**src/rtl/fifo_hs_stream_sync.sv**
```systemverilog
// Synchronous FIFO acting as slave on both push and pop req/ack interfaces.
// Each side runs either a one-word-per-req handshake or a combinational-ack stream.
module fifo_hs_stream_sync #(
   parameter int WIDTH     = 64,
   parameter int DEPTH     = 16,
   parameter int AF_THRESH = DEPTH - 2,
   parameter int AE_THRESH = 2
) (
   input  logic                       clk,
   input  logic                       rstn,
   input  logic                       flush,
   input  logic                       push_stream_mode,
   input  logic                       push_req,
   input  logic [WIDTH-1:0]           push_data_in,
   output logic                       push_ack,
   output logic                       push_ack_pulse,
   output logic                       fifo_full,
   input  logic                       pop_stream_mode,
   input  logic                       pop_req,
   output logic [WIDTH-1:0]           pop_data_out,
   output logic                       pop_ack,
   output logic                       pop_ack_pulse,
   output logic                       fifo_empty,
   output logic                       almost_full,
   output logic                       almost_empty,
   output logic [$clog2(DEPTH):0]     count
);

   localparam int unsigned AW = $clog2(DEPTH);
   localparam int unsigned PW = AW + 1;
   localparam logic [PW-1:0] AF_T = PW'(AF_THRESH);
   localparam logic [PW-1:0] AE_T = PW'(AE_THRESH);

   localparam logic [0:0] P_IDLE = 1'b0;
   localparam logic [0:0] P_ACK  = 1'b1;
   localparam logic [0:0] Q_IDLE = 1'b0;
   localparam logic [0:0] Q_ACK  = 1'b1;

   if (DEPTH < 2 || (DEPTH & (DEPTH - 1)) != 0 || AF_THRESH < 0 || AF_THRESH > DEPTH ||
       AE_THRESH < 0 || AE_THRESH > DEPTH) begin : g_param_err
      $error("fifo_hs_stream_sync: illegal DEPTH or threshold parameter");
   end

   logic [WIDTH-1:0] r_mem [DEPTH];
   logic [PW-1:0]    r_wr_ptr, r_rd_ptr, r_count;
   logic [0:0]       r_push_st, r_pop_st;
   logic             r_push_mode, r_pop_mode;
   logic             r_push_ack_hs, r_push_pulse_hs, r_pop_ack_hs, r_pop_pulse_hs;
   logic [WIDTH-1:0] r_pop_data;
   logic             r_full, r_empty, r_af, r_ae;

   logic             w_kill;
   logic             w_push_stream_ack, w_pop_stream_ack;
   logic             w_push_hs_go, w_pop_hs_go;
   logic             w_push, w_pop;
   logic [0:0]       w_push_st_nxt, w_pop_st_nxt;
   logic [PW-1:0]    w_wr_nxt, w_rd_nxt, w_count_nxt;
   logic             w_full_nxt, w_empty_nxt;

   // Acceptance decisions use the current registered flags only: no full/empty bypass.
   assign w_kill            = rstn | flush;
   assign w_push_stream_ack = r_push_mode & push_req & ~r_full & ~w_kill;
   assign w_pop_stream_ack  = r_pop_mode & pop_req & ~r_empty & ~w_kill;
   assign w_push_hs_go      = ~r_push_mode & (r_push_st == P_IDLE) & push_req & ~r_full & ~w_kill;
   assign w_pop_hs_go       = ~r_pop_mode & (r_pop_st == Q_IDLE) & pop_req & ~r_empty & ~w_kill;
   assign w_push            = w_push_stream_ack | w_push_hs_go;
   assign w_pop             = w_pop_stream_ack | w_pop_hs_go;

   always_comb begin
      w_push_st_nxt = r_push_st;
      w_pop_st_nxt  = r_pop_st;
      case (r_push_st)
         P_IDLE:  if (w_push_hs_go) w_push_st_nxt = P_ACK;
         P_ACK:   if (!push_req)    w_push_st_nxt = P_IDLE;
         default: w_push_st_nxt = P_IDLE;
      endcase
      case (r_pop_st)
         Q_IDLE:  if (w_pop_hs_go) w_pop_st_nxt = Q_ACK;
         Q_ACK:   if (!pop_req)    w_pop_st_nxt = Q_IDLE;
         default: w_pop_st_nxt = Q_IDLE;
      endcase
      w_wr_nxt    = r_wr_ptr + PW'(w_push);
      w_rd_nxt    = r_rd_ptr + PW'(w_pop);
      w_count_nxt = w_wr_nxt - w_rd_nxt;
      w_full_nxt  = (w_wr_nxt[AW-1:0] == w_rd_nxt[AW-1:0]) && (w_wr_nxt[AW] != w_rd_nxt[AW]);
      w_empty_nxt = (w_wr_nxt == w_rd_nxt);
   end

   always_ff @(posedge clk) begin
      if (w_kill) begin
         r_push_st       <= P_IDLE;
         r_pop_st        <= Q_IDLE;
         r_wr_ptr        <= '0;
         r_rd_ptr        <= '0;
         r_count         <= '0;
         r_full          <= 1'b0;
         r_empty         <= 1'b1;
         r_af            <= 1'b0;
         r_ae            <= 1'b1;
         r_push_ack_hs   <= 1'b0;
         r_push_pulse_hs <= 1'b0;
         r_pop_ack_hs    <= 1'b0;
         r_pop_pulse_hs  <= 1'b0;
      end else begin
         r_push_st       <= w_push_st_nxt;
         r_pop_st        <= w_pop_st_nxt;
         r_wr_ptr        <= w_wr_nxt;
         r_rd_ptr        <= w_rd_nxt;
         r_count         <= w_count_nxt;
         r_full          <= w_full_nxt;
         r_empty         <= w_empty_nxt;
         r_af            <= (w_count_nxt >= AF_T);
         r_ae            <= (w_count_nxt <= AE_T);
         r_push_ack_hs   <= (w_push_st_nxt == P_ACK);
         r_push_pulse_hs <= w_push_hs_go;
         r_pop_ack_hs    <= (w_pop_st_nxt == Q_ACK);
         r_pop_pulse_hs  <= w_pop_hs_go;
      end
   end

   // Mode only changes while the side is idle with no request outstanding.
   always_ff @(posedge clk) begin
      if (rstn) begin
         r_push_mode <= 1'b0;
         r_pop_mode  <= 1'b0;
      end else begin
         if (r_push_st == P_IDLE && !push_req) r_push_mode <= push_stream_mode;
         if (r_pop_st == Q_IDLE && !pop_req)   r_pop_mode  <= pop_stream_mode;
      end
   end

   // Handshake pop data survives flush; only reset clears it.
   always_ff @(posedge clk) begin
      if (rstn)             r_pop_data <= '0;
      else if (w_pop_hs_go) r_pop_data <= r_mem[r_rd_ptr[AW-1:0]];
   end

   always_ff @(posedge clk) begin
      if (w_push) r_mem[r_wr_ptr[AW-1:0]] <= push_data_in;
   end

   assign push_ack       = r_push_mode ? w_push_stream_ack : r_push_ack_hs;
   assign push_ack_pulse = r_push_mode ? w_push_stream_ack : r_push_pulse_hs;
   assign pop_ack        = r_pop_mode  ? w_pop_stream_ack  : r_pop_ack_hs;
   assign pop_ack_pulse  = r_pop_mode  ? w_pop_stream_ack  : r_pop_pulse_hs;
   assign pop_data_out   = r_pop_mode  ? r_mem[r_rd_ptr[AW-1:0]] : r_pop_data;
   assign fifo_full      = r_full;
   assign fifo_empty     = r_empty;
   assign almost_full    = r_af;
   assign almost_empty   = r_ae;
   assign count          = r_count;

endmodule

```
**config.mk**
```make
export PLATFORM = sky130hd
export DESIGN_NAME = fifo_hs_stream_sync
export DESIGN_NICKNAME = d
export VERILOG_FILES = /design/src/rtl/fifo_hs_stream_sync.sv
export SDC_FILE = /design/constraint.sdc
export NUM_CORES = 1
export LEC_CHECK = 0
export BUFFER_PORTS_ARGS = -buffer_cell sky130_fd_sc_hd__clkbuf_2
export CAP_MARGIN = 10
export CORE_MARGIN = 10
export CORE_UTILIZATION = 56
export DETAILED_ROUTE_END_ITERATION = 7
export PLACE_DENSITY = 0.84
export SETUP_SLACK_MARGIN = 0.3
export SYNTH_ARGS = -nofsm -noshare
export SYNTH_HDL_FRONTEND = slang
export SYNTH_SLANG_ARGS = --single-unit
```
**constraint.sdc**
```tcl
create_clock -name clk -period 9 [get_ports clk]
set_input_delay 1.8 -clock clk [delete_from_list [all_inputs] [get_ports clk]]
set_output_delay 1.8 -clock clk [all_outputs]
set_load 0.005 [all_outputs]
```
==> results.yml <==
outcome:
  outcome: "finished clean"
clock_network:
  cts_root_buffer: "clkbuf_16"
  numCtsBuffers: 101
  clock_latency_ns: 0.67
  cts_resized: 0
  cts.clk_slew.worst_paths_ns: 0.06
  cts_num_sinks: 1113
  cts_tree: "done"
  cts_buffer_depth: 3
  ctsHtreeMaxLevel: 3
  post_cts.repair.setup_buffers: 0
  ctsHoldBuffers: 0
synth:
  netlist_top_cells_count: "1024 x edfxtp_1, 188 x mux4_2, 139 x nand2_1"
  synth_top_family_by_area: "multiplexers"
  postSynthCellCount: 1914
  synth_top_area_share_pct: 70.9
  yosysWarnings: 0
  syn_area_mm2: 0.0434
  synth.most_common_cell: "edfxtp_1"
  ys_seq_area_share_pct: 75.0
  synth.mux.area_fraction_pct: 19.9
  synth_xor_area_share_pct: 0.323
  synth_simple_gate_area_share_pct: 1.82
  ys_ff_latch: 1113
  yosys-top-cells-area: "edfxtp_1 71%, mux4_2 9.8%, mux4_1 8.0%"
  synth-edff-count: 1024
  synth.avg_cell_area_um2: 22.7
  yosys_most_used_dff: "edfxtp_1"
  synthDistinctLibCells: 39
  synth_compound_area_share_pct: 0.957
  syn_nets: 1991
  yosys.area.top_type: "edfxtp_1"
  postSynth.asyncResetShare_pct: 0
  synthAdderAreaFrac_pct: 0.268
global_route:
  grt_antenna_before_repair: 17
  grt_pass1_vias: 22200
  grt-ovfl-total: 0
  grt_pass1_wl_um: 156000
  grt_usage_pct: 23.7
  grt_max_degree: 151
pwr:
  power_density_mw_per_mm2: 211
  power_mw: 10.2
  vdd_drop_max_mv: 0.164
  p_leak_nw: 15.3
final_layout:
  multi_input_comb_area_mm2: 0.0102
  instances_no_fill: 3227
  fill_cells: 4694
  seqCellArea_mm2: 0.0326
  nets: 2165
  synthToLayoutAreaGrowth_pct: 11.9
  drive_gt1_share_pct: 28.0
drt:
  drtIter0Drc: 2859
  drc: 0
  drtPass1Iterations: 5
  final_antenna_net_count: 0
  routedWlPerCell_um: 32.9
  drt-total-wl_um: 106000
  via_per_inst: 6.69
  vias: 21600
placed_design:
  gp_congestion: 0.828
  io_buffers: 147
  place_inst: 3025
  hpwl_um: 51000
critical_path:
  crit_fanout: 112
  worstPathArrival_ns: 4.16
  path_cells: "buf_12 -> mux4_1 -> mux4_2 -> mux2_4 -> clkbuf_2"
  worstPathRequired_ns: 7.20
  slowest_delay_ns: 0.94
  end_kind: "output port"
  worstSetupStartpointType: "register"
  critPathKind: "reg -> out"
  cpMaxStageDelayCell: "dfxtp_4"
timing:
  rsz0062_at_grt: "no"
  worst_pin_slew_ns: 1.29
  skew_ns: 0.0286
  fin_crit_ns: 5.96
  finalSetupTns_ns: 0
  final_max_slew_viol_count: 0
  fmax_ghz: 0.168
  final_hold_viol_count: 0
  holdWs_ns: 0.456
  finalSetupViolations: 0
  slew_headroom_pct: 13.9
  fin_crit_sh_pct: 66.2
floorplanning:
  die_area_mm2: 0.0890
  rows: 102
  die_w_um: 298
  fp.dieH_um: 298
  initial_core_util_pct: 56.3
  ios: 148
  core_area_mm2: 0.0771
run:
  maxCapViolCount: 0
hold_path:
  min_path_type: "reg -> reg"
cell type report:
| cell class | instances | area share (%) |
|---|---|---|
| Inverter | 11 | 0.0851 |
| Sequential cell | 1113 | 67.1 |
| Clock buffer | 128 | 5.65 |
| Clock inverter | 62 | 1.36 |
| Timing Repair Buffer | 176 | 2.04 |
| Tap cell | 1040 | 2.68 |
| Multi-Input combinational cell | 685 | 21.1 |
| Antenna cell | 12 | 0.0619 |
layer usage:
metal	share of wire (%)	track usage [%]
met5	0.069	0
met4	3.6	9.47
met3	11	6.58
met2	50	39.0
met1	35	29.8
report_power, final:
| group | internal (mW) | switching (mW) |
|---|---|---|
| Combinational | 0.0567 | 0.119 |
| Clock | 2.51 | 1.89 |
| Sequential | 5.65 | 0.0107 |
| Total | 8.22 | 2.02 |
registers in the layout (all words and copies together) (netlist names), 5 cells and up:
| name | cells |
|---|---|
| r_mem | 1024 |
| count | 5 |
| r_pop_data | 64 |
| r_wr_ptr | 5 |
| r_rd_ptr | 5 |
stage by stage:
| stage | area, um^2 | util (%) | setup WS, ns |
|---|---|---|---|
| floorplan | 43400 | - | 1.08 |
| global placement | 45100 | 58.5 | 3.48 |
| detailed placement | 45100 | 58.5 | 3.35 |
| CTS | 48500 | 62.9 | 2.95 |
| global route | 48500 | 63.0 | 2.86 |
| finish | 48500 | 63.0 | 3.04 |
cell usage in the layout, fill, tap and decap left out, types with 4 or more instances in the layout:
master,n
xnor2_1,7
inv_1,10
mux2_4,59
nand3_1,4
nor2_4,12
xor2_1,9
buf_4,26
clkbuf_1,19
dfxtp_1,84
bufinv_16,12
mux4_2,188
o21ai_0,6
clkbuf_16,104
ha_1,6
nand2b_1,4
a21oi_1,67
edfxtp_1,1024
clkbuf_8,5
clkinvlp_4,8
mux2_2,5
nor2_1,18
dfxtp_4,5
clkinv_4,5
nand2_1,139
clkinv_1,19
clkinv_2,14
nor3_2,4
clkbuf_2,146
mux4_1,132
diode_2,12
critical path: cells and delay by family, from the launching register on:
family / cells / cell delay, ns
buffers and inverters: 2 / 0.81
flip-flops: 1 / 0.94
multiplexers: 3 / 1.58
kinds of logic after synthesis:
group | after synthesis
AO/OA/AOI/OAI | 79
XOR/XNOR | 16
adder cells (fa/ha/maj) | 10
buffers and inverters | 116
flip-flops | 1113
multiplexers | 385
AND/OR/NAND/NOR | 195
final timing paths:
check,from,to,slack (ns),cells after the start
setup / recovery,r_rd_ptr[0],pop_data_out[53],3.04,5
setup reg to reg,r_pop_mode,almost_full,4.39,12
hold / removal,r_pop_data[12],r_pop_data[12],0.46,2
hold reg to reg,r_pop_data[12],r_pop_data[12],0.46,2
Power figures use the tool's default switching activity.
